**src/rtl/cache_fill_arbiter_if.sv**
```systemverilog
// Miss-request, memory-read and cache-fill signals shared by the fill arbiter and its environment.
// The arbiter connects through the slave modport; caches and memory connect through the master modport.
interface cache_fill_arbiter_if;
  logic        i_miss;
  logic [15:0] i_miss_addr;
  logic        d_miss;
  logic [15:0] d_miss_addr;
  logic        mem_data_valid;
  logic [15:0] mem_data;
  logic        mem_en;
  logic [15:0] mem_addr;
  logic        i_fill_we;
  logic        d_fill_we;
  logic [2:0]  fill_word;
  logic [15:0] fill_data;
  logic        i_tag_we;
  logic        d_tag_we;
  logic        i_stall;
  logic        d_stall;
  logic        busy;

  modport slave (
    input  i_miss, i_miss_addr, d_miss, d_miss_addr, mem_data_valid, mem_data,
    output mem_en, mem_addr, i_fill_we, d_fill_we, fill_word, fill_data,
    output i_tag_we, d_tag_we, i_stall, d_stall, busy
  );

  modport master (
    output i_miss, i_miss_addr, d_miss, d_miss_addr, mem_data_valid, mem_data,
    input  mem_en, mem_addr, i_fill_we, d_fill_we, fill_word, fill_data,
    input  i_tag_we, d_tag_we, i_stall, d_stall, busy
  );
endinterface

```
**src/rtl/cache_fill_arbiter.sv**
```systemverilog
// Arbitrates I/D cache misses onto one pipelined memory and streams an 8-word block into the winner.
// Define CACHE_FILL_FAIRNESS_EN to let I win after two consecutive D grants taken while I waits.
module cache_fill_arbiter (
  input logic                 clk,
  input logic                 rst,
  cache_fill_arbiter_if.slave bus
);

  typedef enum logic [1:0] {IDLE, FILL, WRAP} state_e;

  state_e      state_q, state_d;
  logic        ownerIsD_q, ownerIsD_d;
  logic [15:0] base_q, base_d;
  logic [3:0]  issueCnt_q, issueCnt_d;
  logic [2:0]  rxCnt_q, rxCnt_d;
  logic        grantD;
  logic        grantAny;
  logic        memEn;
  logic        fillWe;
  logic        tagWe;
  logic        busy;

`ifdef CACHE_FILL_FAIRNESS_EN
  logic [1:0]  fairCnt_q, fairCnt_d;

  assign grantD = bus.d_miss && !(bus.i_miss && (fairCnt_q == 2'd2));
`else
  assign grantD = bus.d_miss;
`endif

  assign grantAny = bus.d_miss || bus.i_miss;

  always_comb begin
    state_d    = state_q;
    ownerIsD_d = ownerIsD_q;
    base_d     = base_q;
    issueCnt_d = issueCnt_q;
    rxCnt_d    = rxCnt_q;
`ifdef CACHE_FILL_FAIRNESS_EN
    fairCnt_d  = fairCnt_q;
`endif
    case (state_q)
      IDLE: begin
        if (grantAny) begin
          state_d    = FILL;
          ownerIsD_d = grantD;
          base_d     = (grantD ? bus.d_miss_addr : bus.i_miss_addr) & 16'hFFF0;
          issueCnt_d = 4'd0;
          rxCnt_d    = 3'd0;
`ifdef CACHE_FILL_FAIRNESS_EN
          fairCnt_d  = (grantD && bus.i_miss) ? fairCnt_q + 2'd1 : 2'd0;
`endif
        end
      end
      FILL: begin
        if (!issueCnt_q[3]) issueCnt_d = issueCnt_q + 4'd1;
        if (bus.mem_data_valid) begin
          rxCnt_d = rxCnt_q + 3'd1;
          if (rxCnt_q == 3'd7) state_d = WRAP;
        end
      end
      WRAP:    state_d = IDLE;
      default: state_d = IDLE;
    endcase
  end

  always_ff @(posedge clk) begin
    if (rst) begin
      state_q    <= IDLE;
      ownerIsD_q <= 1'b1;
      base_q     <= 16'h0000;
      issueCnt_q <= 4'd0;
      rxCnt_q    <= 3'd0;
`ifdef CACHE_FILL_FAIRNESS_EN
      fairCnt_q  <= 2'd0;
`endif
    end else begin
      state_q    <= state_d;
      ownerIsD_q <= ownerIsD_d;
      base_q     <= base_d;
      issueCnt_q <= issueCnt_d;
      rxCnt_q    <= rxCnt_d;
`ifdef CACHE_FILL_FAIRNESS_EN
      fairCnt_q  <= fairCnt_d;
`endif
    end
  end

  // Outputs decode from registered state; rst masks them so a block abandoned mid-fill never strobes.
  assign busy   = (state_q != IDLE) && !rst;
  assign memEn  = (state_q == FILL) && !issueCnt_q[3] && !rst;
  assign fillWe = (state_q == FILL) && bus.mem_data_valid && !rst;
  assign tagWe  = (state_q == WRAP) && !rst;

  assign bus.busy      = busy;
  assign bus.mem_en    = memEn;
  assign bus.mem_addr  = memEn ? base_q + {12'b0, issueCnt_q[2:0], 1'b0} : 16'h0000;
  assign bus.i_fill_we = fillWe && !ownerIsD_q;
  assign bus.d_fill_we = fillWe && ownerIsD_q;
  assign bus.fill_word = fillWe ? rxCnt_q : 3'd0;
  assign bus.fill_data = fillWe ? bus.mem_data : 16'h0000;
  assign bus.i_tag_we  = tagWe && !ownerIsD_q;
  assign bus.d_tag_we  = tagWe && ownerIsD_q;
  assign bus.i_stall   = bus.i_miss || (busy && !ownerIsD_q);
  assign bus.d_stall   = bus.d_miss || (busy && ownerIsD_q);

endmodule

```
**src/flat_wrapper.sv**
```systemverilog
// flat-port wrapper written by rule: the top's interface ports become plain ports
module cache_fill_arbiter_flat 
  (clk, rst, bus_i_miss, bus_i_miss_addr, bus_d_miss, bus_d_miss_addr, bus_mem_data_valid, bus_mem_data, bus_mem_en, bus_mem_addr, bus_i_fill_we, bus_d_fill_we, bus_fill_word, bus_fill_data, bus_i_tag_we, bus_d_tag_we, bus_i_stall, bus_d_stall, bus_busy);
  cache_fill_arbiter_if bus_i ();
  input logic clk;
  input logic rst;
  input wire logic [$bits(bus_i.i_miss)-1:0] bus_i_miss;
  input wire logic [$bits(bus_i.i_miss_addr)-1:0] bus_i_miss_addr;
  input wire logic [$bits(bus_i.d_miss)-1:0] bus_d_miss;
  input wire logic [$bits(bus_i.d_miss_addr)-1:0] bus_d_miss_addr;
  input wire logic [$bits(bus_i.mem_data_valid)-1:0] bus_mem_data_valid;
  input wire logic [$bits(bus_i.mem_data)-1:0] bus_mem_data;
  output wire logic [$bits(bus_i.mem_en)-1:0] bus_mem_en;
  output wire logic [$bits(bus_i.mem_addr)-1:0] bus_mem_addr;
  output wire logic [$bits(bus_i.i_fill_we)-1:0] bus_i_fill_we;
  output wire logic [$bits(bus_i.d_fill_we)-1:0] bus_d_fill_we;
  output wire logic [$bits(bus_i.fill_word)-1:0] bus_fill_word;
  output wire logic [$bits(bus_i.fill_data)-1:0] bus_fill_data;
  output wire logic [$bits(bus_i.i_tag_we)-1:0] bus_i_tag_we;
  output wire logic [$bits(bus_i.d_tag_we)-1:0] bus_d_tag_we;
  output wire logic [$bits(bus_i.i_stall)-1:0] bus_i_stall;
  output wire logic [$bits(bus_i.d_stall)-1:0] bus_d_stall;
  output wire logic [$bits(bus_i.busy)-1:0] bus_busy;
  assign bus_i.i_miss = bus_i_miss;
  assign bus_i.i_miss_addr = bus_i_miss_addr;
  assign bus_i.d_miss = bus_d_miss;
  assign bus_i.d_miss_addr = bus_d_miss_addr;
  assign bus_i.mem_data_valid = bus_mem_data_valid;
  assign bus_i.mem_data = bus_mem_data;
  assign bus_mem_en = bus_i.mem_en;
  assign bus_mem_addr = bus_i.mem_addr;
  assign bus_i_fill_we = bus_i.i_fill_we;
  assign bus_d_fill_we = bus_i.d_fill_we;
  assign bus_fill_word = bus_i.fill_word;
  assign bus_fill_data = bus_i.fill_data;
  assign bus_i_tag_we = bus_i.i_tag_we;
  assign bus_d_tag_we = bus_i.d_tag_we;
  assign bus_i_stall = bus_i.i_stall;
  assign bus_d_stall = bus_i.d_stall;
  assign bus_busy = bus_i.busy;
  cache_fill_arbiter u_core (.clk(clk), .rst(rst), .bus(bus_i));
endmodule
```
**config.mk**
```make
export PLATFORM = sky130hd
export DESIGN_NAME = cache_fill_arbiter_flat
export DESIGN_NICKNAME = d
export VERILOG_FILES = /design/src/rtl/cache_fill_arbiter_if.sv /design/src/rtl/cache_fill_arbiter.sv /design/src/flat_wrapper.sv
export SDC_FILE = /design/constraint.sdc
export NUM_CORES = 1
export LEC_CHECK = 0
export ABC_AREA = 0
export CELL_PAD_IN_SITES_DETAIL_PLACEMENT = 1
export CELL_PAD_IN_SITES_GLOBAL_PLACEMENT = 1
export CORE_UTILIZATION = 25
export CTS_CLUSTER_DIAMETER = 30
export DETAILED_ROUTE_END_ITERATION = 8
export GPL_TIMING_DRIVEN = 0
export PLACE_DENSITY = 0.82
export SETUP_SLACK_MARGIN = 0.5
export SLEW_MARGIN = 40
export SYNTH_ARGS = -nofsm -noshare
export SYNTH_HDL_FRONTEND = slang
export SYNTH_SLANG_ARGS = --single-unit
```
**constraint.sdc**
```tcl
create_clock -name clk -period 3.9 [get_ports clk]
set_input_delay 0.39 -clock clk [delete_from_list [all_inputs] [get_ports clk]]
set_output_delay 0.39 -clock clk [all_outputs]
set_load 0.01 [all_outputs]
```
======== Word level (Yosys, flattened, before mapping) ========
Cells that the tools add are included.
word-level totals
  register bits after elaboration ......... 22
  output and inout port bits .............. 43
  word-level logic and storage cells ...... 56
cells by class
  $add $sub $neg .......................... 3
  eq/ne operators ......................... 7
  muxes and demuxes ....................... 14
  reduce and logical (&&, ||, !) cells .... 26
operators by type and width
  operator               count
  $mux W16               3
  $add A16 B4 Y16        1
  $logic_and A1 B1 Y1    12
  $mux W3                3
  $reduce_and A3 Y1      3
  $mux W4                2
  $pmux W4 S2            1
  $mux W2                3
  $pmux W3 S2            1
  $add A4 B1 Y4 const B  1
  $ne A2 B1 Y1 const B   2
  $ne A2 B2 Y1 const B   2
  $pmux W2 S2            1
  $reduce_and A2 Y1      2
  $reduce_bool A2 Y1     2
  $add A3 B1 Y3 const B  1
  $eq A3 B3 Y1 const B   1
  $logic_not A1 Y1       3
  $logic_or A1 B1 Y1     3
  $eq A2 B1 Y1 const B   1
  $eq A2 B2 Y1 const B   1
  $logic_not A2 Y1       1

======== Logic depth before layout (Yosys ltp) ========
Gate-level depths: netlist of the first run.
  depth after elaboration ................. 4
  mapped depth ............................ 6
  depth with buffers taken out ............ 5

======== Worst setup path before layout of the first run ========
Ideal clock, no wire load.
  kind .................................... in2out
  start ................................... input rst
  end ..................................... output bus_d_fill_we
  arrival time ............................ 1.285 ns
  data required time ...................... 3.510 ns
  path slack .............................. 2.225 ns
  cell stages on the path ................. 5
  cells stage by stage .................... clkbuf_1 and3b_1 buf_2 clkbuf_2 and2_1
between the ends
  cells in the longest elaborated chain, start to end .. 3
RTL lines
  item                 RTL line                  source
  start, declared      flat_wrapper.sv:6         input logic rst;
  $logic_not A1 Y1     cache_fill_arbiter.sv:92  assign fillWe = (state_q == FILL) && bus.mem_data_valid && !rst;
  $logic_and A1 B1 Y1  cache_fill_arbiter.sv:92
  $logic_and A1 B1 Y1  cache_fill_arbiter.sv:99  assign bus.d_fill_we = fillWe && ownerIsD_q;
  end, declared        flat_wrapper.sv:16        output wire logic [$bits(bus_i.d_fill_we)-1:0] bus_d_fill_we;
No other way between the ends.

======== Worst setup path in the final report of the first run ========
  start ................................... register u_core.state_q[0]
  end ..................................... output bus_mem_addr[10]
between the ends
  cells in the longest elaborated chain, start to end .. 4
RTL lines
  item                               RTL line                  source
  start, declared                    cache_fill_arbiter.sv:11  state_e state_q, state_d;
  start signal, assigned             cache_fill_arbiter.sv:78  state_q <= state_d;
  $eq A2 B1 Y1                       cache_fill_arbiter.sv:91  assign memEn = (state_q == FILL) && !issueCnt_q[3] && !rst;
  $logic_and A1 B1 Y1 (2 in series)  cache_fill_arbiter.sv:91
  $mux W16                           cache_fill_arbiter.sv:97  assign bus.mem_addr = memEn ? base_q + {12'b0, issueCnt_q[2:0], 1'b0} : 16'h0000;
  end, declared                      flat_wrapper.sv:14        output wire logic [$bits(bus_i.mem_addr)-1:0] bus_mem_addr;
No other way between the ends.

==> results of run 1 <==
stage by stage:
step	util [%]	total power [W]	std cells	hold slack, ps
finish	44.9	0.000547	312	501
detailed placement	44.1	0.000416	309	487
floorplan	-	0.000331	155	460
CTS	44.9	0.000554	312	511
global placement	44.1	0.000412	309	483
global route	44.9	0.000578	312	553
flip-flops by register name, indices dropped and copies added (netlist names):
name / count
u_core.base_q: 12
u_core.issueCnt_q: 4
u_core.rxCnt_q: 3
u_core.state_q: 2
u_core.ownerIsD_q: 1
synthesized netlist by cell type, drive strengths merged, types with 2 or more instances:
| library cell | instances | area [um^2] |
|---|---|---|
| clkbuf | 5 | 21.3 |
| buf | 9 | 58.8 |
| dfxtp | 22 | 440 |
| a22o | 2 | 17.5 |
| nor2 | 6 | 32.5 |
| ha | 3 | 37.5 |
| mux2i | 12 | 120 |
| or2 | 2 | 12.5 |
| a21oi | 15 | 75.1 |
| or3 | 2 | 12.5 |
| o21ai | 4 | 20.0 |
| nand2 | 3 | 11.3 |
| a211oi | 13 | 103 |
| inv | 2 | 7.51 |
| nor2b | 2 | 12.5 |
| and2 | 36 | 225 |
worst max-delay path: stages, from the launching register on:
cell and delay [ps]:
dfxtp_1 310, buf_4 140, or3b_4 430, nor2_4 180
buf_6 170, and2_1 130, clkdlybuf4s50_1 560
placed cells by master, fill, tap and decap left out, drive strengths merged, types with 2 or more instances in the layout:
| cell type | netlist | routed |
|---|---|---|
| clkdlybuf4s50 | 0 | 84 |
| ha | 3 | 3 |
| mux2i | 12 | 12 |
| or2 | 2 | 2 |
| clkbuf | 5 | 8 |
| inv | 2 | 2 |
| nand2 | 3 | 3 |
| a22o | 2 | 2 |
| a21oi | 15 | 15 |
| a211oi | 13 | 13 |
| buf | 9 | 9 |
| and2 | 36 | 36 |
| or3 | 2 | 2 |
| o21ai | 4 | 4 |
| nor2b | 2 | 2 |
| nor2 | 6 | 6 |
| dfxtp | 22 | 22 |
cell families (layout without fill, tap and decap cells):
kind of cell	count (synthesis)	after routing	share of synthesized area, %
adder cells (fa/ha/maj)	3	3	2.80
buffers and inverters	16	103	6.54
multiplexers	13	13	9.81
other	1	1	0.280
flip-flops	22	22	32.9
AO/OA/AOI/OAI	41	41	20.1
AND/OR/NAND/NOR	59	59	27.6
worst max path at each step:
stage	startpoint	to	slack, ps	cells after the start
floorplan	rst	bus_d_fill_we	2220	5
global placement	bus_mem_data_valid	bus_fill_word[0]	1440	6
detailed placement	bus_mem_data_valid	bus_fill_data[5]	1400	6
CTS	u_core.state_q[0]	bus_fill_data[5]	1320	7
global route	u_core.state_q[0]	bus_fill_data[14]	1180	7
finish	u_core.state_q[0]	bus_mem_addr[10]	1340	6
per-layer routing:
layer,vias to the layer above,part of all wire [%],GRT usage [%]
met5,-,0,0
met1,663,44,16.9
met4,0,0.63,3.50
met3,4,8.3,4.02
li1,714,-,-
met2,50,47,26.0
layout make-up:
class                   instances  area, um^2
fillers                       647        2830
repair buffers                 84         841
multi-input cells             117         811
flip-flops and latches         22         440
well taps                      70        87.6
plain buffers                  14        80.1
clock buffers                   3        41.3
inverters                       2        7.51
power breakdown:
group	internal (W)	switching [W]	leakage [nW]
clock network	0.0000688	0.0000693	0.0216
logic	0.0000934	0.0000649	0.706
registers	0.000241	0.00000930	0.181
==> out/qor.txt, run 1 <==
Min-Delay Path Depth - 1
Syn Area/Cell - 8.64 um^2
Max clock buf depth - 2
Max Cap Viol - 0
ratio of final minimum period to clock period - 65.6%
ys async rst share - 0%
Final Hold Viols - 0
drt pass-1 iters - 2
Slew @ Worst Pin - 519 ps
crit path DAT - 2170 ps
pre-CTS setup slack - 1400 ps
Layout Nets - 300
# DRC - 0
CTS clock-pin slew for the worst setup and hold paths - 70 ps
post-route setup TNS - 0 ps
prevailing post-synth register cell - dfxtp_1
Root Driver - clkbuf_8
reg-to-reg slack, setup - 2460 ps
Die Area - 0.00565 mm^2
Via Count - 1,431
WL/cell - 12.6 um
startpoint types - flip-flop
Initial Utilization - 26.0%
DP HPWL - 3100 um
routability cong. - 0.779
CTS tree - built
# resized after CTS - 0
Final min period - 2560 ps
post-route cell area - 0.00231 mm^2
P per Cell Area - 237 mW/mm^2
Area Growth Syn to Fin - 72.4%
RR Endpoint - u_core.base_q[13]
Post-Syn Area - 0.00134 mm^2
DIE HEIGHT - 75.2 um
post-route ant nets - 0
CP max FO - 10
Hold Crit Start - u_core.rxCnt_q[1]
Leak - 0.908 nW
worst skew pair latency - 260 ps
CTS Hold Bufs - 0
final WL - 3940 um
Cell Area, Placed - 0.00227 mm^2
initial antenna violation count - 0
Via-to-Cell Ratio - 4.59
CORE AREA - 0.00514 mm^2
Worst EP required - 3510 ps
crit end category - primary output
first-pass GRT wire length - 6350 um
pins over their slew limit - 0
Worst IR Drop VDD - 0.121 mV
Synthesized Nets - 211
post-synthesis sequential area ratio - 32.9%
Min-Delay Endpoint - u_core.rxCnt_q[1]
Die X - 75.2 um
Ant. Diodes - 0
share of cells above drive strength 1 - 8.68%
Worst Hold Class - reg2reg
GR Overflow Total - 0
unrepaired setup endpoints after global routing - no
DR iter-0 viols - 26
Total GRT Usage - 14.4%
Final WS setup - 1340 ps
crit path kind - reg2out
H-tree depth - 1
status - finished, final reports clean
TritonCTS Buffers - 3
largest net degree at the start of global routing - 12
fmax - 391 MHz
Setup Viol. Count Final - 0
Worst Reg-to-Reg Cells - 5
vias in the first global route - 1,414
worst reg2reg startpoint - u_core.state_q[0]
# port buffers - 84
synthesized instance count - 155
Unique masters post-synth - 39
final setup skew - 3.32 ps
Setup Buffers After CTS - 0
warnings from Yosys - 0
total clock sinks - 22
Yosys reg bits - 22
io pins - 96
num rows - 26
Slew headroom - 65.4%
Post-synth EDFFs - 0
(Power assumes the default switching activity.)
==> run 2: changes to the inputs <==
Settings changed: CORE_UTILIZATION 25 to 23, PLACE_DENSITY 0.82 to 0.76.
Clock period 3.9 ns to 2.55 ns, I/O delays scaled along.
==> out/qor.txt, run 2 (synthesis gave the netlist of run 1 again) <==
status - finished, final reports clean
M1 GR Usage - 17.0%
Initial Utilization - 24.0%
CTS tree - built
unrepaired setup endpoints after global routing - yes
crit path DAT - 1720 ps
CORE AREA - 0.00557 mm^2
routing usage on met2 - 25.0%
startpoint types - flip-flop
Regs by FF count - u_core.base_q: 12 flops, u_core.issueCnt_q: 4 flops, u_core.rxCnt_q: 3 flops
vias in the first global route - 1,490
GR Overflow Total - 0
crit path kind - reg2out
Worst EP required - 2300 ps
post-route ant nets - 0
initial antenna violation count - 0
reg-to-reg slack, setup - 1120 ps
routability cong. - 0.747
ratio of final minimum period to clock period - 77.5%
share of cells above drive strength 1 - 21.1%
H-tree depth - 1
Final Hold Viols - 0
P per Cell Area - 374 mW/mm^2
Placed Instances - 311
Worst Reg-to-Reg Cells - 5
# DRC - 0
worst reg2reg startpoint - u_core.state_q[0]
crit path launch - u_core.state_q[0]
Root Driver - clkbuf_8
Area Growth Syn to Fin - 78.4%
Slew headroom - 63.7%
grt peak-use layer - met2
fmax - 506 MHz
CP max FO - 10
largest net degree at the start of global routing - 13
first-pass GRT wire length - 7060 um
drt pass-1 iters - 4
met3 Usage GRT - 4.65%
Layout Nets - 304
crit path capture - bus_fill_data[7]
Via-to-Cell Ratio - 4.55
Total GRT Usage - 14.2%
worst skew pair latency - 260 ps
DR iter-0 viols - 20
pins over their slew limit - 0
Max Cap Viol - 0
crit end category - primary output
RR Endpoint - u_core.issueCnt_q[2]
CTS Hold Bufs - 0
final setup skew - 1.14 ps
Top reg by flops - u_core.base_q
Finished Layout Cells - 319
Tot Pwr - 0.000892 W
DIE HEIGHT - 78.3 um
Die X - 78.3 um
Setup Viol. Count Final - 0
post-route cell area - 0.00239 mm^2
DP HPWL - 3280 um
max reg flops - 12
Via Count - 1,453
num rows - 27
TritonCTS Buffers - 3
# port buffers - 84
Cell Area, Placed - 0.00227 mm^2
total clock sinks - 22
CTS clock-pin slew for the worst setup and hold paths - 80 ps
Final min period - 1980 ps
Leak - 1.05 nW
final WL - 4250 um
Worst Hold Class - in2reg
io pins - 96
Max clock buf depth - 2
most frequent cells in the layout - 46 x clkdlybuf4s50_1, 29 x and2_1, 20 x dfxtp_1, 15 x a21oi_1
Die Area - 0.00613 mm^2
Ant. Diodes - 0
Slew @ Worst Pin - 545 ps
WL/cell - 13.3 um
Worst IR Drop VDD - 0.186 mV
post-route setup TNS - 0 ps
leading cell type in the layout, fill and taps excluded - clkdlybuf4s50_1
run 2: report_power, final:
group          switching, W  internal (W)  total [W]  leakage, nW
logic              0.000105      0.000152   0.000257        0.842
clock network      0.000112      0.000138   0.000250       0.0288
registers         0.0000161      0.000369   0.000385        0.182
run 2: layer usage:
| layer | vias up | routed length (um) |
|---|---|---|
| li1 | 726 | - |
| met2 | 53 | 2080 |
| met1 | 672 | 1810 |
| met3 | 2 | 355 |
| met5 | - | 0 |
| met4 | 0 | 12 |
run 2: worst min-delay path by stage:
stage	endpoint	cells past startpoint	slack (ps)	startpoint
global route	u_core.base_q[5]	3	460	bus_d_miss
floorplan	u_core.ownerIsD_q	2	440	bus_i_miss
finish	u_core.base_q[7]	3	460	bus_d_miss
CTS	u_core.base_q[7]	3	460	bus_d_miss
global placement	u_core.rxCnt_q[2]	1	480	u_core.rxCnt_q[2]
detailed placement	u_core.rxCnt_q[1]	1	490	u_core.rxCnt_q[1]
run 2: timing repair:
| action | in CTS | in global routing |
|---|---|---|
| hold endpoints to repair | 0 | 0 |
| resized for setup | 77 | 38 |
| setup buffers | 3 | 1 |
| pin swaps | 1 | 7 |
| endpoints found under the setup margin | 39 | 35 |
run 2: worst max-delay path, cell delays in order, from the launching register on:
cell           delay [ps]
dfxtp_2               320
buf_6                 120
nor2b_4               130
and3b_1               160
buf_4                 160
clkbuf_8              150
and2_1                140
dlygate4sd2_1         280
run 2: area by class of cell:
| cell class | count | area [um^2] |
|---|---|---|
| fill | 671 | 3190 |
| tap | 72 | 90.1 |
| inverter | 2 | 7.51 |
| sequential | 22 | 443 |
| clock buffer | 4 | 55.1 |
| buffer | 14 | 104 |
| multi-input combinational | 117 | 847 |
| timing repair buffer | 88 | 842 |
run 2: metrics by stage:
| stage | utilization, % | hold WS, ps | setup WS, ps |
|---|---|---|---|
| after detailed placement | 40.7 | 489 | 320 |
| after global placement | 40.7 | 480 | 328 |
| after global routing | 42.9 | 462 | 462 |
| final | 42.9 | 455 | 575 |
| after CTS | 41.9 | 457 | 500 |
| after floorplan | - | 435 | 1050 |
